$ cat src/rtl/bp_pkg.sv
// rtl/bp_pkg.sv - shared types and constants for branch prediction resolution
//
// Contents:
//   PC_WIDTH_DEFAULT  default PC/target width
//   pred_info_t       {taken, target} carried alongside each instruction
//   PRED_CLEAR        bubble value (not taken, target 0), can never mispredict
//   mispred_cause_e   classification of a mispredict, used for debug visibility
package bp_pkg;

  localparam int PC_WIDTH_DEFAULT = 32;

  typedef struct packed {
    logic                        taken;
    logic [PC_WIDTH_DEFAULT-1:0] target;
  } pred_info_t;

  localparam pred_info_t PRED_CLEAR = '{taken: 1'b0, target: '0};

  typedef enum logic [2:0] {
    NONE,
    ALIAS,
    NOT_TAKEN,
    TAKEN,
    TARGET
  } mispred_cause_e;

endpackage

$ cat src/rtl/pred_stage_reg.sv
// rtl/pred_stage_reg.sv - one pipeline register for prediction info with stall/flush
//
// Ports:
//   clk_i    clock
//   rst_ni   synchronous reset, active-low
//   stall_i  hold current contents
//   flush_i  load the clear value (wins over stall)
//   d_i      next prediction
//   q_o      registered prediction
module pred_stage_reg
  import bp_pkg::*;
#(
  parameter type   pred_t = pred_info_t,
  parameter pred_t CLEAR  = PRED_CLEAR
) (
  input  logic  clk_i,
  input  logic  rst_ni,
  input  logic  stall_i,
  input  logic  flush_i,
  input  pred_t d_i,
  output pred_t q_o
);

  always_ff @(posedge clk_i) begin
    if (!rst_ni || flush_i) begin
      q_o <= CLEAR;
    end else if (!stall_i) begin
      q_o <= d_i;
    end
  end

endmodule

$ cat src/rtl/branch_resolve.sv
// rtl/branch_resolve.sv - carries F-stage predictions to E, resolves them, drives predictor update
//
// Optional feature macro: BRANCH_STATS_EN (resolved-branch and mispredict counters).
//
// Ports:
//   clk_i, rst_ni                         clock, synchronous active-low reset
//   predictTakenF_i, predictTargetF_i     prediction for the instruction in F
//   stallD_i, flushD_i                    F->D register hold / clear
//   stallE_i, flushE_i                    D->E register hold / clear
//   PCE_i, BranchE_i, JumpE_i, JalrE_i,   actual outcome of the instruction in E
//   TakenE_i, PCTargetE_i
//   mispredictE_o, redirectPCE_o          redirect request and the correct next PC
//   updEnE_o, updTakenE_o, updTargetE_o,  predictor update interface
//   updPCE_o
//   branchCount_o, mispredCount_o         statistics (zero when BRANCH_STATS_EN undefined)
module branch_resolve
  import bp_pkg::*;
#(
  parameter int PC_WIDTH = PC_WIDTH_DEFAULT
) (
  input  logic                clk_i,
  input  logic                rst_ni,
  input  logic                predictTakenF_i,
  input  logic [PC_WIDTH-1:0] predictTargetF_i,
  input  logic                stallD_i,
  input  logic                flushD_i,
  input  logic                stallE_i,
  input  logic                flushE_i,
  input  logic [PC_WIDTH-1:0] PCE_i,
  input  logic                BranchE_i,
  input  logic                JumpE_i,
  input  logic                JalrE_i,
  input  logic                TakenE_i,
  input  logic [PC_WIDTH-1:0] PCTargetE_i,
  output logic                mispredictE_o,
  output logic [PC_WIDTH-1:0] redirectPCE_o,
  output logic                updEnE_o,
  output logic                updTakenE_o,
  output logic [PC_WIDTH-1:0] updTargetE_o,
  output logic [PC_WIDTH-1:0] updPCE_o,
  output logic [31:0]         branchCount_o,
  output logic [31:0]         mispredCount_o
);

  // Local struct so the register width tracks PC_WIDTH rather than the package default.
  typedef struct packed {
    logic                taken;
    logic [PC_WIDTH-1:0] target;
  } pred_w_t;

  localparam pred_w_t PRED_NONE = '{taken: 1'b0, target: '0};

  pred_w_t        pred_f;
  pred_w_t        pred_d;
  pred_w_t        pred_e;
  logic           actual_taken;
  logic           is_ctrl;
  logic [PC_WIDTH-1:0] pc_plus4;
  mispred_cause_e cause;

  assign pred_f = '{taken: predictTakenF_i, target: predictTargetF_i};

  // A mispredict squashes the younger instructions in D and E on the next edge.
  pred_stage_reg #(.pred_t(pred_w_t), .CLEAR(PRED_NONE)) u_pred_d (
    .clk_i   (clk_i),
    .rst_ni  (rst_ni),
    .stall_i (stallD_i),
    .flush_i (flushD_i | mispredictE_o),
    .d_i     (pred_f),
    .q_o     (pred_d)
  );

  pred_stage_reg #(.pred_t(pred_w_t), .CLEAR(PRED_NONE)) u_pred_e (
    .clk_i   (clk_i),
    .rst_ni  (rst_ni),
    .stall_i (stallE_i),
    .flush_i (flushE_i | mispredictE_o),
    .d_i     (pred_d),
    .q_o     (pred_e)
  );

  always_comb begin
    actual_taken = JumpE_i | JalrE_i | (BranchE_i & TakenE_i);
    is_ctrl      = BranchE_i | JumpE_i | JalrE_i;
    pc_plus4     = PCE_i + PC_WIDTH'(4);
    cause        = NONE;
    if (pred_e.taken && !is_ctrl) begin
      cause = ALIAS;
    end else if (pred_e.taken && BranchE_i && !TakenE_i) begin
      cause = NOT_TAKEN;
    end else if (actual_taken && !pred_e.taken) begin
      cause = TAKEN;
    end else if (actual_taken && pred_e.target != PCTargetE_i) begin
      cause = TARGET;
    end
  end

  assign mispredictE_o = (cause != NONE);
  assign redirectPCE_o = (cause == TAKEN || cause == TARGET) ? PCTargetE_i : pc_plus4;

  // JALR targets are register dependent, so the predictor is never trained on them.
  assign updEnE_o     = BranchE_i | JumpE_i;
  assign updTakenE_o  = actual_taken;
  assign updTargetE_o = PCTargetE_i;
  assign updPCE_o     = PCE_i;

`ifdef BRANCH_STATS_EN
  logic [31:0] branch_cnt;
  logic [31:0] mispred_cnt;

  // A stalled E stage repeats the same instruction; count it only once it moves on.
  always_ff @(posedge clk_i) begin
    if (!rst_ni) begin
      branch_cnt  <= '0;
      mispred_cnt <= '0;
    end else begin
      if (updEnE_o && !stallE_i && branch_cnt != '1) begin
        branch_cnt <= branch_cnt + 32'd1;
      end
      if (mispredictE_o && !stallE_i && mispred_cnt != '1) begin
        mispred_cnt <= mispred_cnt + 32'd1;
      end
    end
  end

  assign branchCount_o  = branch_cnt;
  assign mispredCount_o = mispred_cnt;
`else
  assign branchCount_o  = '0;
  assign mispredCount_o = '0;
`endif

endmodule

$ cat config.mk
export PLATFORM = sky130hd
export DESIGN_NAME = branch_resolve
export DESIGN_NICKNAME = d
export VERILOG_FILES = /design/src/rtl/bp_pkg.sv /design/src/rtl/pred_stage_reg.sv /design/src/rtl/branch_resolve.sv
export SDC_FILE = /design/constraint.sdc
export NUM_CORES = 1
export LEC_CHECK = 0
export ABC_CLOCK_PERIOD_IN_PS = 3100
export BUFFER_PORTS_ARGS = -buffer_cell sky130_fd_sc_hd__buf_4
export CORE_ASPECT_RATIO = 1.1
export CORE_MARGIN = 8
export CORE_UTILIZATION = 35
export CTS_CLUSTER_DIAMETER = 40
export CTS_CLUSTER_SIZE = 28
export DETAILED_ROUTE_END_ITERATION = 6
export HOLD_SLACK_MARGIN = 0.05
export PLACE_DENSITY = 0.66
export SLEW_MARGIN = 20
export SYNTH_ARGS = -nofsm -noshare
export SYNTH_HDL_FRONTEND = slang
export SYNTH_SLANG_ARGS = --single-unit
$ cat constraint.sdc
create_clock -name clk_i -period 3.1 [get_ports clk_i]
set_clock_uncertainty 0.1 [all_clocks]
set_input_delay 0.31 -clock clk_i [delete_from_list [all_inputs] [get_ports clk_i]]
set_output_delay 0.31 -clock clk_i [all_outputs]
set_load 0.01 [all_outputs]
Yosys cells after proc, flatten, opt, wreduce, memory -nomap -nowiden
Index checks and enable logic that the tools add are counted.
{"block": "word_totals", "regBits": 66, "out_inout_bits": 163, "wordCells": 33}
{"block": "classes", "add_sub_neg": 1, "n_eq_ne": 3, "muxes": 5, "bitwise": 7, "n_reduce_logical": 13}
{"op": "$add A32 B3 Y32 const B", "count": 1}
{"op": "$mux W32", "count": 1}
{"op": "$ne A32 B32 Y1", "count": 1}
{"op": "$mux W3", "count": 4}
{"op": "$or A1 B1 Y1", "count": 6}
{"op": "$logic_and A1 B1 Y1", "count": 5}
{"op": "$logic_not A1 Y1", "count": 4}
{"op": "$eq A3 B2 Y1 const B", "count": 1}
{"op": "$eq A3 B3 Y1 const B", "count": 1}
{"op": "$logic_or A1 B1 Y1", "count": 3}
{"op": "$reduce_bool A3 Y1", "count": 1}
{"op": "$and A1 B1 Y1", "count": 1}

Longest topological paths before layout
Gate-level depths: netlist of the first run.
{"block": "depth", "depth_word": 10, "mapped_depth": 8, "depth_no_buf": 7}

Cells and area by module
From an unflattened synthesis of the first run, not the netlist that was laid out.
{"block": "unflattened", "hier_cells": 520, "hier_area_um2": 4759.6}
{"module": "pred_stage_reg", "instances": 2, "cells_each": 108, "area_each_um2": 1212.4}
{"module": "branch_resolve", "instances": 1, "cells_each": 304, "area_each_um2": 2334.7}

Least setup slack after synthesis of the first run
OpenSTA, ideal clock, no wires.
{"block": "synth_path", "path_kind": "input to output", "start": "input PCE_i[2]", "end": "output redirectPCE_o[26]", "arrival_time_ns": 1.700, "t_required_ns": 2.690, "path_slack_ns": 0.990, "path_stages": 8, "path_buffers": 1, "path_cell_list": "ha_1 > nand2_1 > nor3_1 > and4_1 > buf_2 > nand4_1 > xnor2_1 > mux2_4"}
{"block": "synth_via", "elab_chain_len": 2}
{"item": "from (decl)", "line": "branch_resolve.sv:29", "rtl": "input logic [PC_WIDTH-1:0] PCE_i,"}
{"item": "$add A32 B3 Y32", "line": "branch_resolve.sv:85", "rtl": "pc_plus4 = PCE_i + PC_WIDTH'(4);"}
{"item": "$mux W32", "line": "branch_resolve.sv:99", "rtl": "assign redirectPCE_o = (cause == TAKEN || cause == TARGET) ? PCTargetE_i : pc_plus4;"}
{"item": "to (decl)", "line": "branch_resolve.sv:36", "rtl": "output logic [PC_WIDTH-1:0] redirectPCE_o,"}
No other way between the ends.

Worst setup path in the final report of the first run
{"block": "layout_path", "start": "register u_pred_e.q_o[12] (netlist name)", "end": "output redirectPCE_o[21]"}
{"block": "layout_via", "elab_chain_len": 9, "elab_cells_between_ends": 10}
{"item": "from (decl)", "line": "pred_stage_reg.sv:21", "rtl": "output pred_t q_o"}
{"item": "from (signal assigned)", "line": "pred_stage_reg.sv:28", "rtl": "q_o <= d_i;"}
{"item": "$ne A32 B32 Y1 *", "line": "branch_resolve.sv:93", "rtl": "end else if (actual_taken && pred_e.target != PCTargetE_i) begin"}
{"item": "$logic_and A1 B1 Y1 *", "line": "branch_resolve.sv:93"}
{"item": "$mux W3 *", "line": "branch_resolve.sv:93"}
{"item": "$mux W3 *", "line": "branch_resolve.sv:91", "rtl": "end else if (actual_taken && !pred_e.taken) begin"}
{"item": "$mux W3 *", "line": "branch_resolve.sv:89", "rtl": "end else if (pred_e.taken && BranchE_i && !TakenE_i) begin"}
{"item": "$mux W3 *", "line": "branch_resolve.sv:87", "rtl": "if (pred_e.taken && !is_ctrl) begin"}
{"item": "$eq A3 B2 Y1 or $eq A3 B3 Y1 (tied branches)", "line": "branch_resolve.sv:99"}
{"item": "$logic_or A1 B1 Y1 *", "line": "branch_resolve.sv:99"}
{"item": "$mux W32 *", "line": "branch_resolve.sv:99"}
Mark *: on every way between the ends. The rest lies on a longest branch, timed or not.

==> flow_summary.toml, run 1 <==
[setup_path]
cp_slowest_cell = "nor4_1"
critical_path_peak_fanout = 11
worst-setup-path-type = "flip-flop to output pin"
path_cells = "xor2_1 > nor4_1 > nand4_1 > o21ai_2 > o22ai_4 > buf_4 > mux2_4 > buf_4"
start_kind = "flip-flop"
cp.required_ps = 2690
path_buf_inv = 2
crit_family = "simple AND/OR/NAND/NOR gates"
cp.arrival_ps = 2520
slowest_delay_ps = 360
cp-end-kind = "output pin"
cp_common_cell = "buf_4"

[logic_synthesis]
ys_seq_area_share_pct = 27.1
syn_area_per_cell_um2 = 9.38
synth_seq_cells = 66
synth_cell_types = 33
synth_top_area_share_pct = 27.1
netlist_area_mm2 = 0.00488
yosys_warnings = 0
synth_edf_count = 0
synth_ff_type = "dfxtp_1"
synth.largest_area_cell = "dfxtp_1"
ys_top_cells_by_area = "dfxtp_1, buf_4, mux2i_1"
synthCells = 520
synth-async-reset-ratio_pct = 0

[floorplan]
die_area_mm2 = 0.0180
die_w_um = 129
core_area_mm2 = 0.0137
start_util_pct = 35.5
io_pins = 270
die_y_um = 140
rows = 45

[pwr]
p_total_w = 0.00247
p_leak_nw = 2.99
ir_worst_vdd_mv = 0.233
power_density_mw_per_mm2 = 400

[layout]
finalNonFillerCells = 842
fillerInstances = 1298
drive_gt1_share_pct = 40.8
final_net_count = 757
num_antenna_cells = 0
synthToLayoutAreaGrowth_pct = 26.4
final_util_pct = 44.8

[placement]
detailed_place_hpwl_um = 12900
placed_cells = 826
port_buffers = 205
gp_congestion = 0.830

[global_route]
grt_max_degree = 34
antenna_found_initial = 0
track_usage_pct = 16.5
grt_pass1_vias = 4048
grt_overflow = 0
grt_pass1_wl_um = 23000

[clock_tree]
root_buffer = "clkbuf_16"
clk_pin_slew_ps = 50
hold_buffers = 0
clk_latency_ps = 320
clockBufferDepth = 2
cts_tree = "built"
htree_num_levels = 3
cts_made_buffers = 9
cts.sink_count = 66

[sta]
tns_ps = 0
setup_violations = 0
slew_headroom_pct = 61.5
slew_violations = 0
final_hold_viol_count = 0
clock.fmax_mhz = 341
fin_crit_sh_pct = 94.6
rsz0062_at_grt = "no"
finalCriticalPeriod_ps = 2930
worstMarginPinSlew_ps = 577

[route]
drc = 0
drt_iter0_drc = 209
routed_wl_um = 15400
postRouteAntennaNets = 0
vias = 3820
vias_per_cell = 4.54
avgRoutedWirePerCell_um = 18.3
first_pass_iters = 4

[outcome]
status = "finished, final reports clean"

[run]
cap_viol_max_count = 0

[worst_hold_path]
hp-class = "primary input to flip-flop"
worst min-delay path, delay by kind of cell:
| family | cells | cell delay, ps |
|---|---|---|
| and+or+nand+nor | 1 | 90 |
| buffers and inverters | 1 | 80 |
| muxes | 1 | 60 |
through the flow:
step           setup slack [ps]  cell area (um2)  hold slack [ps]
3_3_place_gp                192             5830              405
6_report                    167             6160              165
3_5_place_dp                181             5830              412
2_1_floorplan               990             5110              389
5_1_grt                    47.2             6160              169
4_1_cts                    28.5             6160              161
area by class of cell:
cell class | instances | area [um2] | share of cell area [%]
timing repair buffer | 211 | 1600 | 25.9
tap | 188 | 235 | 3.82
sequential | 66 | 1320 | 21.4
clock inverter | 1 | 30.0 | 0.487
multi-input combinational | 357 | 2680 | 43.4
inverter | 4 | 15.0 | 0.244
clock buffer | 15 | 288 | 4.67
logic make-up (layout without fill, tap and decap cells):
| kind of cell | count (synthesis) | count (layout) | share of synthesized area, % |
|---|---|---|---|
| AOI/OAI and AO/OA | 5 | 5 | 0.872 |
| xor gates and xnor gates | 60 | 60 | 10.8 |
| adders and majority gates | 1 | 1 | 0.257 |
| buffers and inverters | 160 | 231 | 23.3 |
| DFF | 66 | 66 | 27.1 |
| muxes | 98 | 98 | 23.1 |
| other | 1 | 64 | 0.0769 |
| and+or+nand+nor | 129 | 129 | 14.5 |
cell usage in the layout (no fill, tap or decap), types with 5 or more instances in the layout:
| cell type | instances |
|---|---|
| mux2_4 | 29 |
| mux2i_1 | 67 |
| clkbuf_16 | 9 |
| nand3_1 | 13 |
| nor4_1 | 8 |
| nand2_1 | 10 |
| conb_1 | 64 |
| buf_4 | 210 |
| xnor2_1 | 20 |
| xor2_1 | 40 |
| nand4_1 | 7 |
| nor2_1 | 5 |
| and3_1 | 7 |
| nor3_1 | 64 |
| dfxtp_1 | 66 |
cell usage after synthesis (5+ instances only):
master      n
clkbuf_1   16
nand4_1     7
nor3_1     64
buf_6       7
mux2_4     29
buf_4     128
dfxtp_1    66
nor2_1      5
mux2i_1    67
xnor2_1    20
and3_1      7
nand2_1    11
nand3_1    13
nor4_1      9
xor2_1     40
where the power goes:
group | switching (W) | internal, W | total, W
Sequential | 0.000000529 | 0.000851 | 0.000851
Clock | 0.000331 | 0.000710 | 0.00104
Combinational | 0.000287 | 0.000288 | 0.000575
Total | 0.000618 | 0.00185 | 0.00247
path summary, 6_finish.rpt:
| path | startpoint | endpoint | slack (ps) | cells after the start |
|---|---|---|---|---|
| min | predictTargetF_i[7] | u_pred_d.q_o[7] | 160 | 3 |
| max | u_pred_e.q_o[12] | redirectPCE_o[21] | 170 | 8 |
| max reg2reg | u_pred_e.q_o[12] | u_pred_d.q_o[14] | 760 | 7 |
| min reg2reg | u_pred_d.q_o[1] | u_pred_e.q_o[1] | 420 | 2 |
layer usage:
layer / vias up / GRT usage (%) / wire [um]
li1: 1849 / - / -
met1: 1783 / 17.0 / 5690
met2: 168 / 29.9 / 7820
met3: 20 / 5.39 / 1520
met4: 0 / 6.81 / 397
met5: - / 0 / 0
repair_timing:
| action | 4_1_cts | 5_1_grt |
|---|---|---|
| resized for setup | 1 | 1 |
| endpoints found under the setup margin | 12 | 22 |
| setup buffers | 0 | 0 |
flip-flops by register name, indices dropped and copies added, names as in the netlist:
signal	cells
u_pred_e.q_o	33
u_pred_d.q_o	33
Power figures use the tool's default switching activity.
==> inputs of run 2 (changes only) <==
--- a/config.mk
+++ b/config.mk
@@ -5,6 +5,7 @@
 export SDC_FILE = /design/constraint.sdc
 export NUM_CORES = 1
 export LEC_CHECK = 0
+export ABC_AREA = 1
 export ABC_CLOCK_PERIOD_IN_PS = 3100
 export BUFFER_PORTS_ARGS = -buffer_cell sky130_fd_sc_hd__buf_4
 export CORE_ASPECT_RATIO = 1.1
@@ -14,7 +15,7 @@
 export CTS_CLUSTER_SIZE = 28
 export DETAILED_ROUTE_END_ITERATION = 6
 export HOLD_SLACK_MARGIN = 0.05
-export PLACE_DENSITY = 0.66
+export PLACE_DENSITY = 0.65
 export SLEW_MARGIN = 20
 export SYNTH_ARGS = -nofsm -noshare
 export SYNTH_HDL_FRONTEND = slang
==> run 2 against run 1 <==
Die area rose by 0.48%. Synthesized cell count rose by 32%. Wire length fell by 0.95%. Sequential power rose by 0.6%. Critical endpoint is now redirectPCE_o[12].
==> flow_summary.toml, run 2 <==
[clock_tree]
root_buffer = "clkbuf_16"
clk_latency_ps = 330
cts.sink_count = 66
cts_tree = "built"
clockBufferDepth = 2
htree_num_levels = 3
hold_buffers = 0
cts_setup_buffers = 0
cts_resized = 0
cts_made_buffers = 9
clk_pin_slew_ps = 60

[floorplan]
io_pins = 270
rows = 45
start_util_pct = 35.7
die_y_um = 140
die_w_um = 129
die_area_mm2 = 0.0181
core_area_mm2 = 0.0137

[setup_path]
worst-setup-path-type = "flip-flop to output pin"
path_buf_inv = 2
start_kind = "flip-flop"
cp_slowest_cell = "dfxtp_1"
r2r_slack_ps = 840
cp-end-kind = "output pin"
cp.required_ps = 2690
cp.arrival_ps = 2450
critical_path_peak_fanout = 47
r2r-start = "u_pred_e.q_o[9]"
slowest_delay_ps = 320
cp_common_cell = "nand2_1"
path_cells = "xnor2_1 > nand2_1 > nor2_1 > nand2_1 > nor2_1 > nand2_1 > nand2_4 > nand2_2 > buf_4 > o21ai_0 > buf_4"
reg2regPathDepth = 10
crit_family = "simple AND/OR/NAND/NOR gates"
reg2reg_to = "u_pred_d.q_o[8]"

[sta]
worstMarginPinSlew_ps = 604
slew_violations = 0
finalCriticalPeriod_ps = 2860
fin_crit_sh_pct = 92.3
setup_ws_ps = 239
tns_ps = 0
final_hold_viol_count = 0
clock.fmax_mhz = 350
rsz0062_at_grt = "no"
setup_violations = 0
slew_headroom_pct = 59.7

[worst_hold_path]
whs_endpoint = "u_pred_d.q_o[32]"
hp-class = "primary input to flip-flop"
hold_path.startpoint = "predictTakenF_i"
hold_depth = 3

[pwr]
p_comb_share_pct = 23.5
internal_power_w = 0.00178
p_total_w = 0.00246
p_sw_w = 0.000679
swShare_pct = 27.6
ir_worst_vdd_mv = 0.265
power_frac_seq_pct = 34.8
p_leak_nw = 3.09
p_clk_share_pct = 41.7
power_density_mw_per_mm2 = 398

[logic_synthesis]
ys_top_cells_by_area = "dfxtp_1, buf_4, nand2_1"
synth_ff_type = "dfxtp_1"
synth_seq_cells = 66
synth-async-reset-ratio_pct = 0
netlist_area_mm2 = 0.00490
synth_edf_count = 0
syn_area_per_cell_um2 = 7.15
synth.largest_area_cell = "dfxtp_1"
synth_most_common_cell = "nand2_1"
synth_common_cells = "nand2_1, buf_4, nor2_1, dfxtp_1, mux2i_1"
synthCells = 686
yosys_warnings = 0
synth_top_area_share_pct = 27.0
ys_seq_area_share_pct = 27.0
synth_cell_types = 29

[layout]
mostFrequentLayoutCell = "buf_4"
num_antenna_cells = 0
drive_gt1_share_pct = 29.0
reg.largest.list = "u_pred_d.q_o: 33 flops, u_pred_e.q_o: 33 flops"
design_area_mm2 = 0.00619
final_net_count = 927
finalNonFillerCells = 1012
synthToLayoutAreaGrowth_pct = 26.2
layout_common_cells = "buf_4, nand2_1, nor2_1"

[route]
first_pass_iters = 4
routed_wl_um = 15300
postRouteAntennaNets = 0
drt_iter0_drc = 269
vias = 4337
vias_per_cell = 4.29
avgRoutedWirePerCell_um = 15.1
drc = 0

[placement]
detailed_place_hpwl_um = 12400
pre_cts_slack_ps = 401
gp_congestion = 0.824
placed_cells = 996
port_buffers = 205
placed_area_mm2 = 0.00588

[global_route]
grt_max_degree = 48
grt_overflow = 0
grt_pass1_wl_um = 22700
antenna_found_initial = 0
track_usage_pct = 16.1
grt_pass1_vias = 4170

[outcome]
status = "finished, final reports clean"

[run]
cap_viol_max_count = 0
[run 2: cell count changes after synthesis, moves of 9 or more]
cell | before | now
mux2_4 | 29 | 0
nor3_1 | 64 | 13
o21ai_0 | 0 | 30
nand3_1 | 13 | 25
nand2_1 | 11 | 145
nor4_1 | 9 | 0
inv_1 | 4 | 39
mux2i_1 | 67 | 50
buf_2 | 2 | 12
xor2_1 | 40 | 19
nor2_1 | 5 | 92
[run 2: worst max-delay path by stage]
stage,slack [ps],cells after the start,start,endpoint
6_report,240,11,u_pred_e.q_o[9],redirectPCE_o[12]
5_1_grt,10,11,u_pred_e.q_o[9],redirectPCE_o[12]
4_1_cts,150,11,u_pred_e.q_o[9],redirectPCE_o[12]
3_5_place_dp,400,12,PCTargetE_i[9],redirectPCE_o[12]
3_3_place_gp,380,12,PCTargetE_i[9],redirectPCE_o[12]
2_1_floorplan,1200,6,PCE_i[2],redirectPCE_o[20]
[run 2: layer usage]
layer  part of all wire, %  GRT usage [%]  vias to the layer above
met2                    49           28.4                      145
met4                  0.92           4.83                        0
met3                   8.1           4.14                        9
li1                      -              -                     2257
met5                     0              0                        -
met1                    42           18.6                     1926
[run 2: cells by family (layout without fill, tap and decap cells)]
| kind of cell | Yosys count | count (layout) | synth area share [%] |
|---|---|---|---|
| mux | 50 | 50 | 10.2 |
| buf+inv | 190 | 265 | 25.0 |
| other cells | 1 | 64 | 0.0765 |
| compound gates | 35 | 35 | 3.78 |
| xor+xnor | 45 | 45 | 8.04 |
| simple gates | 298 | 298 | 25.7 |
| fa+ha+maj | 1 | 1 | 0.255 |
| flops | 66 | 66 | 27.0 |
[run 2: layout make-up]
class                      instances  area, um2
clock buffer                      11        253
sequential                        66       1320
tap                              188        235
fill                            1457       7550
timing repair buffer             209       1580
clock inverter                     5       52.6
inverter                          40        150
multi-input combinational        493       2590
[run 2: power by group through the flow]
stage	logic (W)	clock network, W	registers (W)
2_1_floorplan	0.000380	0	0.000874
3_3_place_gp	0.000580	0	0.000874
3_5_place_dp	0.000581	0	0.000874
4_1_cts	0.000583	0.00105	0.000856
5_1_grt	0.000630	0.00108	0.000856
6_report	0.000579	0.00103	0.000856
[run 2: worst reg2reg max path: cells and delay by family (launching register included)]
family,cells,cell delay (ps)
simple gates,8,1280
flops,1,320
buf+inv,1,310
xor+xnor,1,170
[run 2: through the flow]
stage	util (%)	hold WS, ps
6_report	45.0	123
5_1_grt	45.0	119
4_1_cts	45.0	113
3_5_place_dp	42.8	396
3_3_place_gp	42.8	385
2_1_floorplan	-	369
==> inputs of run 3 (changes only) <==
--- a/config.mk
+++ b/config.mk
@@ -16,6 +16,7 @@
 export DETAILED_ROUTE_END_ITERATION = 6
 export HOLD_SLACK_MARGIN = 0.05
 export PLACE_DENSITY = 0.65
+export REMOVE_ABC_BUFFERS = 1
 export SLEW_MARGIN = 20
 export SYNTH_ARGS = -nofsm -noshare
 export SYNTH_HDL_FRONTEND = slang
==> run 3 against run 2 <==
Die area stayed put. Count of clock-buffer cells in the layout is the same. Combinational power about the same. Wire length fell by 1.1%. Global-route usage grew 0.31 points. Power rose by 3.1%. Register-to-register slack improved by 20 ps. Setup slack improved by 190 ps. Non-clock buffer count unchanged. Largest cell class unchanged. Highest routed layer unchanged.
==> flow_summary.toml, run 3 (same netlist as run 2, synthesis figures left out) <==
[outcome]
status = "finished, final reports clean"

[layout]
layout_common_cells = "buf_4, nand2_1, nor2_1"
mostFrequentLayoutCell = "buf_4"
num_antenna_cells = 0
final_util_pct = 45.2
reg.largest.list = "u_pred_d.q_o: 33 flops, u_pred_e.q_o: 33 flops"
design_area_mm2 = 0.00621
synthToLayoutAreaGrowth_pct = 26.8
drive_gt1_share_pct = 28.9
final_net_count = 927

[route]
postRouteAntennaNets = 0
vias = 4353
first_pass_iters = 4
routed_wl_um = 15100
avgRoutedWirePerCell_um = 14.9
drt_iter0_drc = 160
vias_per_cell = 4.30
drc = 0

[pwr]
p_clk_share_pct = 43.5
internal_power_w = 0.00185
ir_worst_vdd_mv = 0.287
p_comb_share_pct = 22.8
p_sw_w = 0.000692
swShare_pct = 27.3
power_frac_seq_pct = 33.7
p_leak_nw = 3.10
power_density_mw_per_mm2 = 408

[setup_path]
cp.arrival_ps = 2270
start_kind = "flip-flop"
path_cells = "xnor2_1 > nand2_1 > nor2_1 > nand2_1 > nor2_1 > nand2_1 > nand2_4 > nand2_2 > buf_12 > o21ai_0 > buf_4"
cp-end-kind = "output pin"
cp_common_cell = "nand2_1"
cp.required_ps = 2690
worst-setup-path-type = "flip-flop to output pin"
critical_path_peak_fanout = 49
cp_slowest_cell = "dfxtp_1"
slowest_delay_ps = 320

[floorplan]
start_util_pct = 35.7
rows = 45
die_w_um = 129
io_pins = 270
core_area_mm2 = 0.0137
die_y_um = 140
die_area_mm2 = 0.0181

[clock_tree]
cts_made_buffers = 9
cts.sink_count = 66
htree_num_levels = 3
cts_resized = 0
clk_pin_slew_ps = 60
cts_setup_buffers = 0
cts_tree = "built"
hold_buffers = 0
clockBufferDepth = 2
root_buffer = "clkbuf_16"
clk_latency_ps = 320

[sta]
setup_violations = 0
fin_crit_sh_pct = 86.3
clock.fmax_mhz = 374
whs_ps = 128
tns_ps = 0
final_hold_viol_count = 0
slew_violations = 0
slew_headroom_pct = 58.4
rsz0062_at_grt = "no"
finalCriticalPeriod_ps = 2680
worstMarginPinSlew_ps = 624

[run]
cap_viol_max_count = 0

[worst_hold_path]
hp-class = "primary input to flip-flop"

[global_route]
antenna_found_initial = 0
grt_pass1_vias = 4485
grt_overflow = 0
grt_pass1_wl_um = 23300
grt_max_degree = 50
track_usage_pct = 16.4

[placement]
gp_congestion = 0.772
port_buffers = 205
placed_area_mm2 = 0.00589
detailed_place_hpwl_um = 12300
run 3: critical path: cells and delay by family, from the launching register on:
family          cells  cell delay [ps]
compound gates      1              260
buf+inv             2              360
flops               1              320
simple gates        7              800
xor+xnor            1              160
run 3: metrics by stage:
stage / cells / power (W) / worst slack, ps
2_1_floorplan: 599 / 0.00108 / 900
4_1_cts: 1012 / 0.00257 / 450
3_3_place_gp: 996 / 0.00145 / 559
5_1_grt: 1012 / 0.00266 / 242
3_5_place_dp: 996 / 0.00146 / 550
6_report: 1012 / 0.00254 / 425
run 3: final timing paths:
path	from	to	slack (ps)	cells past startpoint
setup / recovery	u_pred_e.q_o[3]	redirectPCE_o[5]	420	11
hold / removal	predictTargetF_i[14]	u_pred_d.q_o[14]	130	3
setup reg to reg	u_pred_e.q_o[3]	u_pred_e.q_o[7]	860	10
hold reg to reg	u_pred_d.q_o[0]	u_pred_d.q_o[0]	400	2
run 3: layout make-up:
class	instances	area, um2
Clock buffer	11	243
Clock inverter	5	77.6
Multi-Input combinational cell	493	2590
Fill cell	1440	7520
Timing Repair Buffer	209	1590
Tap cell	188	235
Inverter	40	150
Sequential cell	66	1320
run 3: metal layers:
metal	global-route usage (%)	wire length [um]	vias to the layer above	part of all wire (%)
li1	-	-	2243	-
met1	18.8	6220	1928	41
met2	29.3	7370	172	49
met3	5.05	1390	10	9.2
met4	3.22	128	0	0.85
met5	0	0	-	0
run 3: power by group through the flow:
stage               registers [W]  clock network (W)  logic (W)
finish                   0.000856            0.00110   0.000578
global route             0.000856            0.00117   0.000635
CTS                      0.000856            0.00113   0.000586
detailed placement       0.000874                  0   0.000584
global placement         0.000874                  0   0.000581
floorplan                0.000874                  0   0.000209
